<file path="src/rtl/humanlike_time_pkg.sv">
// Shared time-word layout, field limits and presenter state type for the
// wall-clock timer and its alarm scheduler.
package humanlike_time_pkg;

    localparam int unsigned TIME_W = 27;

    localparam int unsigned MS_LSB = 0;
    localparam int unsigned MS_W   = 10;
    localparam int unsigned S_LSB  = 10;
    localparam int unsigned S_W    = 6;
    localparam int unsigned M_LSB  = 16;
    localparam int unsigned M_W    = 6;
    localparam int unsigned H_LSB  = 22;
    localparam int unsigned H_W    = 5;

    localparam logic [MS_W-1:0] MS_MAX = 10'd999;
    localparam logic [S_W-1:0]  S_MAX  = 6'd59;
    localparam logic [M_W-1:0]  M_MAX  = 6'd59;

    typedef enum logic [0:0] {
        IDLE,
        PRESENT
    } pres_state_e;

    // Hours are unrestricted; only sub-hour fields can hold impossible values.
    function automatic logic time_fields_ok(input logic [TIME_W-1:0] t);
        return (t[MS_LSB +: MS_W] <= MS_MAX) &&
               (t[S_LSB +: S_W] <= S_MAX) &&
               (t[M_LSB +: M_W] <= M_MAX);
    endfunction

endpackage

</file>
<file path="src/rtl/alarm_scheduler_if.sv">
// Programming, presentation handshake and status signals of the alarm scheduler.
interface alarm_scheduler_if
    import humanlike_time_pkg::*;
#(
    parameter int unsigned NUM_SLOTS = 4
);
    localparam int unsigned SLOT_W = $clog2(NUM_SLOTS);

    logic [TIME_W-1:0]    time_in;
    logic                 wr_en;
    logic [SLOT_W-1:0]    wr_slot;
    logic [TIME_W-1:0]    wr_time;
    logic                 wr_arm;
    logic                 wr_repeat;
    logic                 alarm_valid;
    logic [SLOT_W-1:0]    alarm_slot;
    logic [TIME_W-1:0]    alarm_time;
    logic                 alarm_ack;
    logic [NUM_SLOTS-1:0] armed;
    logic [NUM_SLOTS-1:0] overrun;

    modport master (
        output time_in, wr_en, wr_slot, wr_time, wr_arm, wr_repeat, alarm_ack,
        input  alarm_valid, alarm_slot, alarm_time, armed, overrun
    );

    modport slave (
        input  time_in, wr_en, wr_slot, wr_time, wr_arm, wr_repeat, alarm_ack,
        output alarm_valid, alarm_slot, alarm_time, armed, overrun
    );

endinterface

</file>
<file path="src/rtl/alarm_slot.sv">
// One alarm slot: programmed time, arm/repeat flags, and the pending/overrun
// bookkeeping driven by tick matches, writes and presenter acks.
module alarm_slot
    import humanlike_time_pkg::*;
(
    input  logic              clock,
    input  logic              reset,
    input  logic              tick_i,
    input  logic [TIME_W-1:0] time_in_i,
    input  logic              wr_en_i,
    input  logic [TIME_W-1:0] wr_time_i,
    input  logic              wr_arm_i,
    input  logic              wr_repeat_i,
    input  logic              ack_clr_i,
    output logic [TIME_W-1:0] slot_time_o,
    output logic              armed_o,
    output logic              pending_o,
    output logic              overrun_o
);

    logic [TIME_W-1:0] slot_time_q, slot_time_d;
    logic              armed_q, armed_d;
    logic              repeat_q, repeat_d;
    logic              pending_q, pending_d;
    logic              overrun_q, overrun_d;
    logic              match;

    assign match = tick_i && armed_q && (slot_time_q == time_in_i) &&
                   time_fields_ok(slot_time_q);

    always_comb begin
        slot_time_d = slot_time_q;
        armed_d     = armed_q;
        repeat_d    = repeat_q;
        pending_d   = pending_q;
        overrun_d   = overrun_q;
        if (wr_en_i) begin
            slot_time_d = wr_time_i;
            armed_d     = wr_arm_i;
            repeat_d    = wr_repeat_i;
            pending_d   = 1'b0;
            overrun_d   = 1'b0;
        end else if (match) begin
            // An ack landing with a fresh match leaves the slot pending, not overrun.
            if (pending_q && !ack_clr_i) begin
                overrun_d = 1'b1;
            end else begin
                pending_d = 1'b1;
            end
            if (!repeat_q) begin
                armed_d = 1'b0;
            end
        end else if (ack_clr_i) begin
            pending_d = 1'b0;
        end
    end

    always_ff @(posedge clock or posedge reset) begin
        if (reset) begin
            slot_time_q <= '0;
            armed_q     <= 1'b0;
            repeat_q    <= 1'b0;
            pending_q   <= 1'b0;
            overrun_q   <= 1'b0;
        end else begin
            slot_time_q <= slot_time_d;
            armed_q     <= armed_d;
            repeat_q    <= repeat_d;
            pending_q   <= pending_d;
            overrun_q   <= overrun_d;
        end
    end

    assign slot_time_o = slot_time_q;
    assign armed_o     = armed_q;
    assign pending_o   = pending_q;
    assign overrun_o   = overrun_q;

endmodule

</file>
<file path="src/rtl/alarm_scheduler.sv">
// Multi-slot alarm controller: detects timer ticks, matches them against the
// slots and presents pending alarms one at a time, lowest index first.
module alarm_scheduler
    import humanlike_time_pkg::*;
#(
    parameter int unsigned NUM_SLOTS = 4
) (
    input logic               clock,
    input logic               reset,
    alarm_scheduler_if.slave  bus
);

    localparam int unsigned SLOT_W = $clog2(NUM_SLOTS);

    logic [TIME_W-1:0]    time_q, time_d;
    logic                 first_q, first_d;
    logic                 tick;
    pres_state_e          state_q, state_d;
    logic [SLOT_W-1:0]    slot_q, slot_d;
    logic [TIME_W-1:0]    atime_q, atime_d;
    logic [NUM_SLOTS-1:0] wr_sel;
    logic [NUM_SLOTS-1:0] ack_sel;
    logic [NUM_SLOTS-1:0] pending;
    logic [NUM_SLOTS-1:0] avail;
    logic [SLOT_W-1:0]    pick;
    logic [TIME_W-1:0]    slot_time [NUM_SLOTS];

    // first_q forces one tick after reset so a time-zero alarm can fire.
    assign tick = first_q || (bus.time_in != time_q);

    for (genvar i = 0; i < NUM_SLOTS; i++) begin : g_slot
        assign wr_sel[i] = bus.wr_en && (bus.wr_slot == SLOT_W'(i));

        alarm_slot u_slot (
            .clock       (clock),
            .reset       (reset),
            .tick_i      (tick),
            .time_in_i   (bus.time_in),
            .wr_en_i     (wr_sel[i]),
            .wr_time_i   (bus.wr_time),
            .wr_arm_i    (bus.wr_arm),
            .wr_repeat_i (bus.wr_repeat),
            .ack_clr_i   (ack_sel[i]),
            .slot_time_o (slot_time[i]),
            .armed_o     (bus.armed[i]),
            .pending_o   (pending[i]),
            .overrun_o   (bus.overrun[i])
        );
    end

    // A slot being rewritten this cycle loses its pending flag, so skip it.
    assign avail = pending & ~wr_sel;

    always_comb begin
        pick = '0;
        for (int i = int'(NUM_SLOTS) - 1; i >= 0; i--) begin
            if (avail[i]) begin
                pick = SLOT_W'(i);
            end
        end
    end

    always_comb begin
        time_d  = bus.time_in;
        first_d = 1'b0;
        state_d = state_q;
        slot_d  = slot_q;
        atime_d = atime_q;
        ack_sel = '0;
        unique case (state_q)
            IDLE: begin
                if (|avail) begin
                    state_d = PRESENT;
                    slot_d  = pick;
                    atime_d = slot_time[pick];
                end
            end
            PRESENT: begin
                if (wr_sel[slot_q]) begin
                    state_d = IDLE;
                end else if (bus.alarm_ack) begin
                    ack_sel[slot_q] = 1'b1;
                    state_d         = IDLE;
                end
            end
            default: state_d = IDLE;
        endcase
    end

    always_ff @(posedge clock or posedge reset) begin
        if (reset) begin
            time_q  <= '0;
            first_q <= 1'b1;
            state_q <= IDLE;
            slot_q  <= '0;
            atime_q <= '0;
        end else begin
            time_q  <= time_d;
            first_q <= first_d;
            state_q <= state_d;
            slot_q  <= slot_d;
            atime_q <= atime_d;
        end
    end

    assign bus.alarm_valid = (state_q == PRESENT);
    assign bus.alarm_slot  = slot_q;
    assign bus.alarm_time  = atime_q;

endmodule
</file>
<file path="src/flat_wrapper.sv">
// flat-port wrapper written by rule: the top's interface ports become plain ports
module alarm_scheduler_flat import humanlike_time_pkg::*;
#(
    parameter int unsigned NUM_SLOTS = 4
)
  (clock, reset, bus_time_in, bus_wr_en, bus_wr_slot, bus_wr_time, bus_wr_arm, bus_wr_repeat, bus_alarm_ack, bus_alarm_valid, bus_alarm_slot, bus_alarm_time, bus_armed, bus_overrun);
  alarm_scheduler_if #(.NUM_SLOTS(NUM_SLOTS)) bus_i ();
  input logic clock;
  input logic reset;
  input wire logic [$bits(bus_i.time_in)-1:0] bus_time_in;
  input wire logic [$bits(bus_i.wr_en)-1:0] bus_wr_en;
  input wire logic [$bits(bus_i.wr_slot)-1:0] bus_wr_slot;
  input wire logic [$bits(bus_i.wr_time)-1:0] bus_wr_time;
  input wire logic [$bits(bus_i.wr_arm)-1:0] bus_wr_arm;
  input wire logic [$bits(bus_i.wr_repeat)-1:0] bus_wr_repeat;
  input wire logic [$bits(bus_i.alarm_ack)-1:0] bus_alarm_ack;
  output wire logic [$bits(bus_i.alarm_valid)-1:0] bus_alarm_valid;
  output wire logic [$bits(bus_i.alarm_slot)-1:0] bus_alarm_slot;
  output wire logic [$bits(bus_i.alarm_time)-1:0] bus_alarm_time;
  output wire logic [$bits(bus_i.armed)-1:0] bus_armed;
  output wire logic [$bits(bus_i.overrun)-1:0] bus_overrun;
  assign bus_i.time_in = bus_time_in;
  assign bus_i.wr_en = bus_wr_en;
  assign bus_i.wr_slot = bus_wr_slot;
  assign bus_i.wr_time = bus_wr_time;
  assign bus_i.wr_arm = bus_wr_arm;
  assign bus_i.wr_repeat = bus_wr_repeat;
  assign bus_i.alarm_ack = bus_alarm_ack;
  assign bus_alarm_valid = bus_i.alarm_valid;
  assign bus_alarm_slot = bus_i.alarm_slot;
  assign bus_alarm_time = bus_i.alarm_time;
  assign bus_armed = bus_i.armed;
  assign bus_overrun = bus_i.overrun;
  alarm_scheduler #(.NUM_SLOTS(NUM_SLOTS)) u_core (.clock(clock), .reset(reset), .bus(bus_i));
endmodule
</file>
<file path="config.mk">
export PLATFORM = sky130hd
export DESIGN_NAME = alarm_scheduler_flat
export DESIGN_NICKNAME = d
export VERILOG_FILES = /design/src/rtl/humanlike_time_pkg.sv /design/src/rtl/alarm_scheduler_if.sv /design/src/rtl/alarm_slot.sv /design/src/rtl/alarm_scheduler.sv /design/src/flat_wrapper.sv
export SDC_FILE = /design/constraint.sdc
export NUM_CORES = 1
export LEC_CHECK = 0
export ABC_AREA = 1
export BUFFER_PORTS_ARGS = -buffer_cell sky130_fd_sc_hd__buf_2
export CAP_MARGIN = 20
export CORE_UTILIZATION = 46
export CTS_BUF_LIST = sky130_fd_sc_hd__clkbuf_2 sky130_fd_sc_hd__clkbuf_4 sky130_fd_sc_hd__clkbuf_8
export DETAILED_ROUTE_END_ITERATION = 12
export PLACE_DENSITY = 0.73
export SYNTH_ARGS = -nofsm -noshare
export SYNTH_HDL_FRONTEND = slang
export SYNTH_SLANG_ARGS = --single-unit
</file>
<file path="constraint.sdc">
create_clock -name clock -period 10.8 [get_ports clock]
set_input_delay 0.54 -clock clock [delete_from_list [all_inputs] [get_ports clock]]
set_output_delay 0.54 -clock clock [all_outputs]
set_load 0.02 [all_outputs]
</file>
# Yosys cells after proc, flatten, opt, wreduce, memory -nomap -nowiden
# Cells that the tools add are included.
# totals
ff_bits	182
inputBits	62
elab_cells	179
# classes
n_lt_le_gt_ge	15
n_eq_ne	16
mux	58
bitwise	4
n_reduce_logical	61
# op_table
op	count
$eq A27 B27 Y1	4
$bmux W27 S2	1
$mux W27	2
$le A6 B6 Y1 const B	8
$mux W1	45
$le A10 B10 Y1 const B	4
$logic_and A1 B1 Y1	29
$ne A27 B27 Y1	1
$reduce_and A2 Y1	13
$reduce_bool A2 Y1	8
$mux W4	3
$ne A3 B3 Y1 const B	4
$reduce_bool A3 Y1	4
$mux W2	4
$ne A2 B2 Y1 const B	4
$and A4 B4 Y4	1
$eq A2 B2 Y1 const B	2
$logic_not A1 Y1	4
$not A4 Y4	1
$reduce_or A4 Y1	1
$ge A3 B3 Y1 const B	1
$lt A2 B3 Y1 const B	1
$not A2 Y3	1
$bmux W1 S2	1
7 further kinds	7

# Longest topological paths before layout
# depth
ltp_word	12
mapped_depth	14
ltp_nobuf	12

# By module
# From an unflattened synthesis, not the netlist that was laid out.
# unflattened
hier_cells	1711
hier_area_um2	10988.0
# modules_own_cells
module	instances	cells_each	area_per_inst_um2
alarm_slot	4	283	1814.2
alarm_scheduler	1	579	3731.1

# Least setup slack after synthesis
# No wires, ideal clock.
# synth_path
path_type	input to register
startpoint	input port bus_wr_slot[0]
endpoint	register u_core.atime_q[0] (netlist: u_core.bus.alarm_time[0])
setup_time_ns	0.117
arrival_time_ns	1.584
required_time_ns	10.683
setup_slack_ns	9.099
stages	11
cell_sequence	inv_1 nand3_2 nand2_2 nand2_1 nor2_2 inv_2 buf_1 nand2_1 nand2_1 nand2_1 nand2_1
# synth_between
elab_chain_len	12
# synth_lines
item	line_no	rtl
from (decl)	flat_wrapper.sv:12	input wire logic [$bits(bus_i.wr_slot)-1:0] bus_wr_slot;
$eq A2 B2 Y1	alarm_scheduler.sv:32	assign wr_sel[i] = bus.wr_en && (bus.wr_slot == SLOT_W'(i));
$logic_and A1 B1 Y1	alarm_scheduler.sv:32	
$not A4 Y4 *	alarm_scheduler.sv:52	assign avail = pending & ~wr_sel;
$and A4 B4 Y4 *	alarm_scheduler.sv:52	
$mux W2 (4 in series)	alarm_scheduler.sv:57	if (avail[i]) begin
$not A2 Y3 (implied by the code)	alarm_scheduler.sv:75	atime_d = slot_time[pick];
$bmux W27 S2	alarm_scheduler.sv:75	
$mux W27 (implied by the code) (2 in series)	alarm_scheduler.sv:75	
to (signal assigned)	alarm_scheduler.sv:102	atime_q <= atime_d;
to (decl)	alarm_scheduler.sv:20	logic [TIME_W-1:0] atime_q, atime_d;
# Mark *: on every way between the ends. The rest lies on a longest branch, timed or not. The select of a mux whose other input is x is not followed.
# A chain may end at the register's enable or synchronous reset.

# Final worst setup path
# layout_path
startpoint	input port bus_wr_slot[0]
endpoint	register u_core.atime_q[24] (netlist: u_core.bus.alarm_time[24])
# Same word-level chain as after synthesis.

==> run_results.csv <==
group,metric,value,unit
place,dp_hpwl,31.7,mm
critical_path,critical_path_class,"in2reg",
global_routing,antenna_found_initial,1,
sta,maxSlewHeadroom,40.6,%
clocking,cts_tree,"done",
finish,drive_above_1_share,8.95,%
floorplan,fp.dieW,158,um
critical_path,cp_max_fo,59,
clocking,clk_latency,0.48,ns
synth,synth.largest_area_cell,"dfrtp_1",
synth,ys_types,31,
global_routing,grt_max_degree,103,
critical_path,critical_path.top_delay_family,"buffers and inverters",
clocking,cts_buffers,17,
route,vias_per_cell,5.16,
critical_path,arrival,2.91,ns
sta,post-route-period-util,22.9,%
critical_path,worst_setup_path_end_kind,"register",
floorplan,start_util,47.2,%
synth,ys_warn_count,0,
synth,ys_top_cells_by_area,"dfrtp_1 (41%), nand2_1 (29%), inv_1 (7.0%)",
sta,layout_min_cycle_time,2.48,ns
synth,syn-cell-area,0.0111,mm2
synth,avgSynthCellArea,6.31,um2
route,routedWlPerCell,19.0,um
finish,fillCellCount,2445,
clocking,h-tree-depth,4,
floorplan,dieArea,0.0248,mm2
critical_path,startpoint_type,"input pin",
route,wl_met1,18.3,mm
floorplan,num_io_pins,100,
finish,regArea,0.00456,mm2
sta,hold_viol,0,
synth,synth_fp_nets,1827,
place,gp_congestion,1.01,
synth,synthCells,1765,
finish,area_delta_synth_final,9.43,%
clocking,cts_root_buf,"clkbuf_8",
sta,fin_setup_tns,0,ns
clocking,ctsHoldBuffers,0,
route,drt_pass1_iterations,5,
power_and_ir_drop,peakVddDrop,0.0873,mV
synth,synth_top_area_share,40.7,%
clocking,cts_max_path_buffers,2,
power_and_ir_drop,powerDensity,146,mW/mm2
sta,setup_viol,0,
sta,fin_skew,0.0280,ns
finish,fin_util,51.6,%
place,io_buffers,99,
floorplan,rows,56,
sta,maxSlewViolCount,0,
critical_path,crit_slowest_cell,"buf_4",
synth,ys_seq_elements,182,
sta,fmax,0.404,GHz
route,vias,11200,
clocking,post_cts_buffers,0,
finish,multiInputGateArea,0.00544,mm2
finish,nNetsFinal,1893,
route,drc,0,
global_routing,grt-ovfl-total,0,
floorplan,core_area,0.0236,mm2
critical_path,crit_chain,"buf_2 -> inv_1 -> nand3_2 -> buf_4 -> nand2_2 -> nand2_1 -> nor2_2 -> inv_2 -> nand2_1 -> o21ai_1 -> nand2_1 -> nand2_1",
clocking,cts_sinks,182,
route,highest_layer,"met4",
power_and_ir_drop,p_leak,6.98,nW
route,drt_iter0_markers,1207,
finish,antenna_cells,0,
critical_path,cp_num_buf_inv,4,
route,wl,41.2,mm
route,wl_met3,2.71,mm
critical_path,critical_path_required,11.23,ns
worst_hold_path,hp-class,"in2async",
global_routing,grt.total_usage,34.6,%
sta,worst_slew_pin_slew,0.892,ns
global_routing,grt_pass1_wl,62.4,mm
synth,synth_seq_area_share,40.9,%
status,status,"completed",
global_routing,grt_pass1_vias,10400,
sta,rsz0062_at_grt,"false",
clocking,path_clk_slew,0.12,ns
floorplan,dieHeight,158,um
critical_path,path_common_cell,"nand2_1",
job,max_cap_viol_count,0,
route,ant_nets,0,
clocking,cts_resized,0,
route,met2_length,18.8,mm
critical_path,critPathMaxStageDelay,0.52,ns
cell families (layout without fill, tap and decap cells):
logic type / after synthesis / after routing / synth area share, %
xor gates and xnor gates: 19 / 19 / 1.49
and+or+nand+nor: 1095 / 1095 / 38.3
buffers and inverters: 275 / 354 / 10.3
DFF: 182 / 182 / 40.9
other: 1 / 1 / 0.0337
AOI/OAI and AO/OA: 193 / 193 / 9.01
worst register-to-register path: stages, from the launching register on:
cell	delay [ns]
dfrtp_1	0.42
nand2_1	0.12
nand2_1	0.07
inv_1	0.05
nand2_1	0.06
nor2_1	0.26
nand2_1	0.09
nor2_1	0.11
nand2_1	0.31
nand2_1	0.19
a21oi_1	0.11
power breakdown:
group / switching [mW] / total, mW / internal [mW]
registers: 0.0964 / 0.852 / 0.755
logic: 0.300 / 0.441 / 0.141
clock network: 0.290 / 0.490 / 0.200
path summary, 6_finish.rpt:
| check | start | end | slack [ns] | depth (start not counted) |
|---|---|---|---|---|
| max in group asynchronous | reset | u_core.g_slot[1].u_slot.slot_time_o[19] | 9.45 | 3 |
| min reg2reg | u_core.bus.alarm_time[17] | u_core.bus.alarm_time[17] | 0.48 | 2 |
| min | reset | u_core.g_slot[0].u_slot.slot_time_o[8] | 0.07 | 2 |
| min in group clock | bus_time_in[2] | u_core.time_q[2] | 0.25 | 1 |
| max reg2reg | u_core.time_q[15] | u_core.g_slot[0].u_slot.pending_o | 8.92 | 10 |
| max | bus_wr_slot[0] | u_core.bus.alarm_time[24] | 8.32 | 12 |
area by class of cell:
| cell class | count | area share, % |
|---|---|---|
| inverters | 214 | 6.63 |
| multi-input cells | 1308 | 44.6 |
| clock inverters | 14 | 1.27 |
| clock buffers | 18 | 2.03 |
| well taps | 319 | 3.27 |
| flip-flops and latches | 182 | 37.4 |
| repair buffers | 108 | 4.78 |
stage by stage:
step | hold WS [ns] | setup slack [ns] | area [um2] | std cells | power, mW
global placement | 0.459 | 7.86 | 11800 | 2130 | 1.29
detailed placement | 0.460 | 7.73 | 11800 | 2130 | 1.30
CTS | 0.0767 | 8.19 | 12200 | 2162 | 1.78
floorplan | 0.444 | 5.32 | 11100 | 1765 | 1.13
global route | 0.101 | 8.23 | 12200 | 2163 | 1.88
finish | 0.0744 | 8.32 | 12200 | 2163 | 1.78
Yosys cell counts (all sizes together):
library cell and n:
nand2 852, inv 213, nor2 186, dfrtp 181
o21ai 176, nand3 37, buf 34, clkbuf 27
a21oi 15, xnor2 15, nand3b 12, nand4 6
xor2 4, clkinv 1, conb 1, dfstp 1
nor3 1, nor3b 1, o22ai 1, o31ai 1
sequential cells by signal (all words and copies together) (netlist names):
register	flops
u_core.time_q	27
u_core.g_slot.u_slot.slot_time_o	108
u_core.first_q	1
u_core.g_slot.u_slot.armed_o	4
u_core.bus.alarm_valid	1
u_core.g_slot.u_slot.overrun_o	4
u_core.g_slot.u_slot.pending_o	4
u_core.bus.alarm_slot	2
u_core.g_slot.u_slot.repeat_q	4
u_core.bus.alarm_time	27
layout by cell type (no fill, tap or decap), types with 8 or more instances in the layout:
cell type | netlist | layout
o21ai_1 | 41 | 41
o21ai_2 | 8 | 8
nand2_1 | 848 | 848
buf_4 | 12 | 8
nand3_1 | 32 | 32
xnor2_1 | 15 | 15
dfrtp_1 | 181 | 181
buf_2 | 8 | 99
clkbuf_8 | 0 | 18
nor2_1 | 185 | 185
a21oi_1 | 14 | 14
o21ai_0 | 127 | 127
nand3b_1 | 12 | 12
inv_1 | 209 | 208
metal layers:
| metal | vias to the layer above | GRT usage, % |
|---|---|---|
| met3 | 66 | 4.43 |
| met1 | 5172 | 48.2 |
| li1 | 5455 | - |
| met5 | - | 0 |
| met2 | 464 | 55.4 |
| met4 | 0 | 12.0 |
Note: power is estimated with default switching activity, not from simulation.
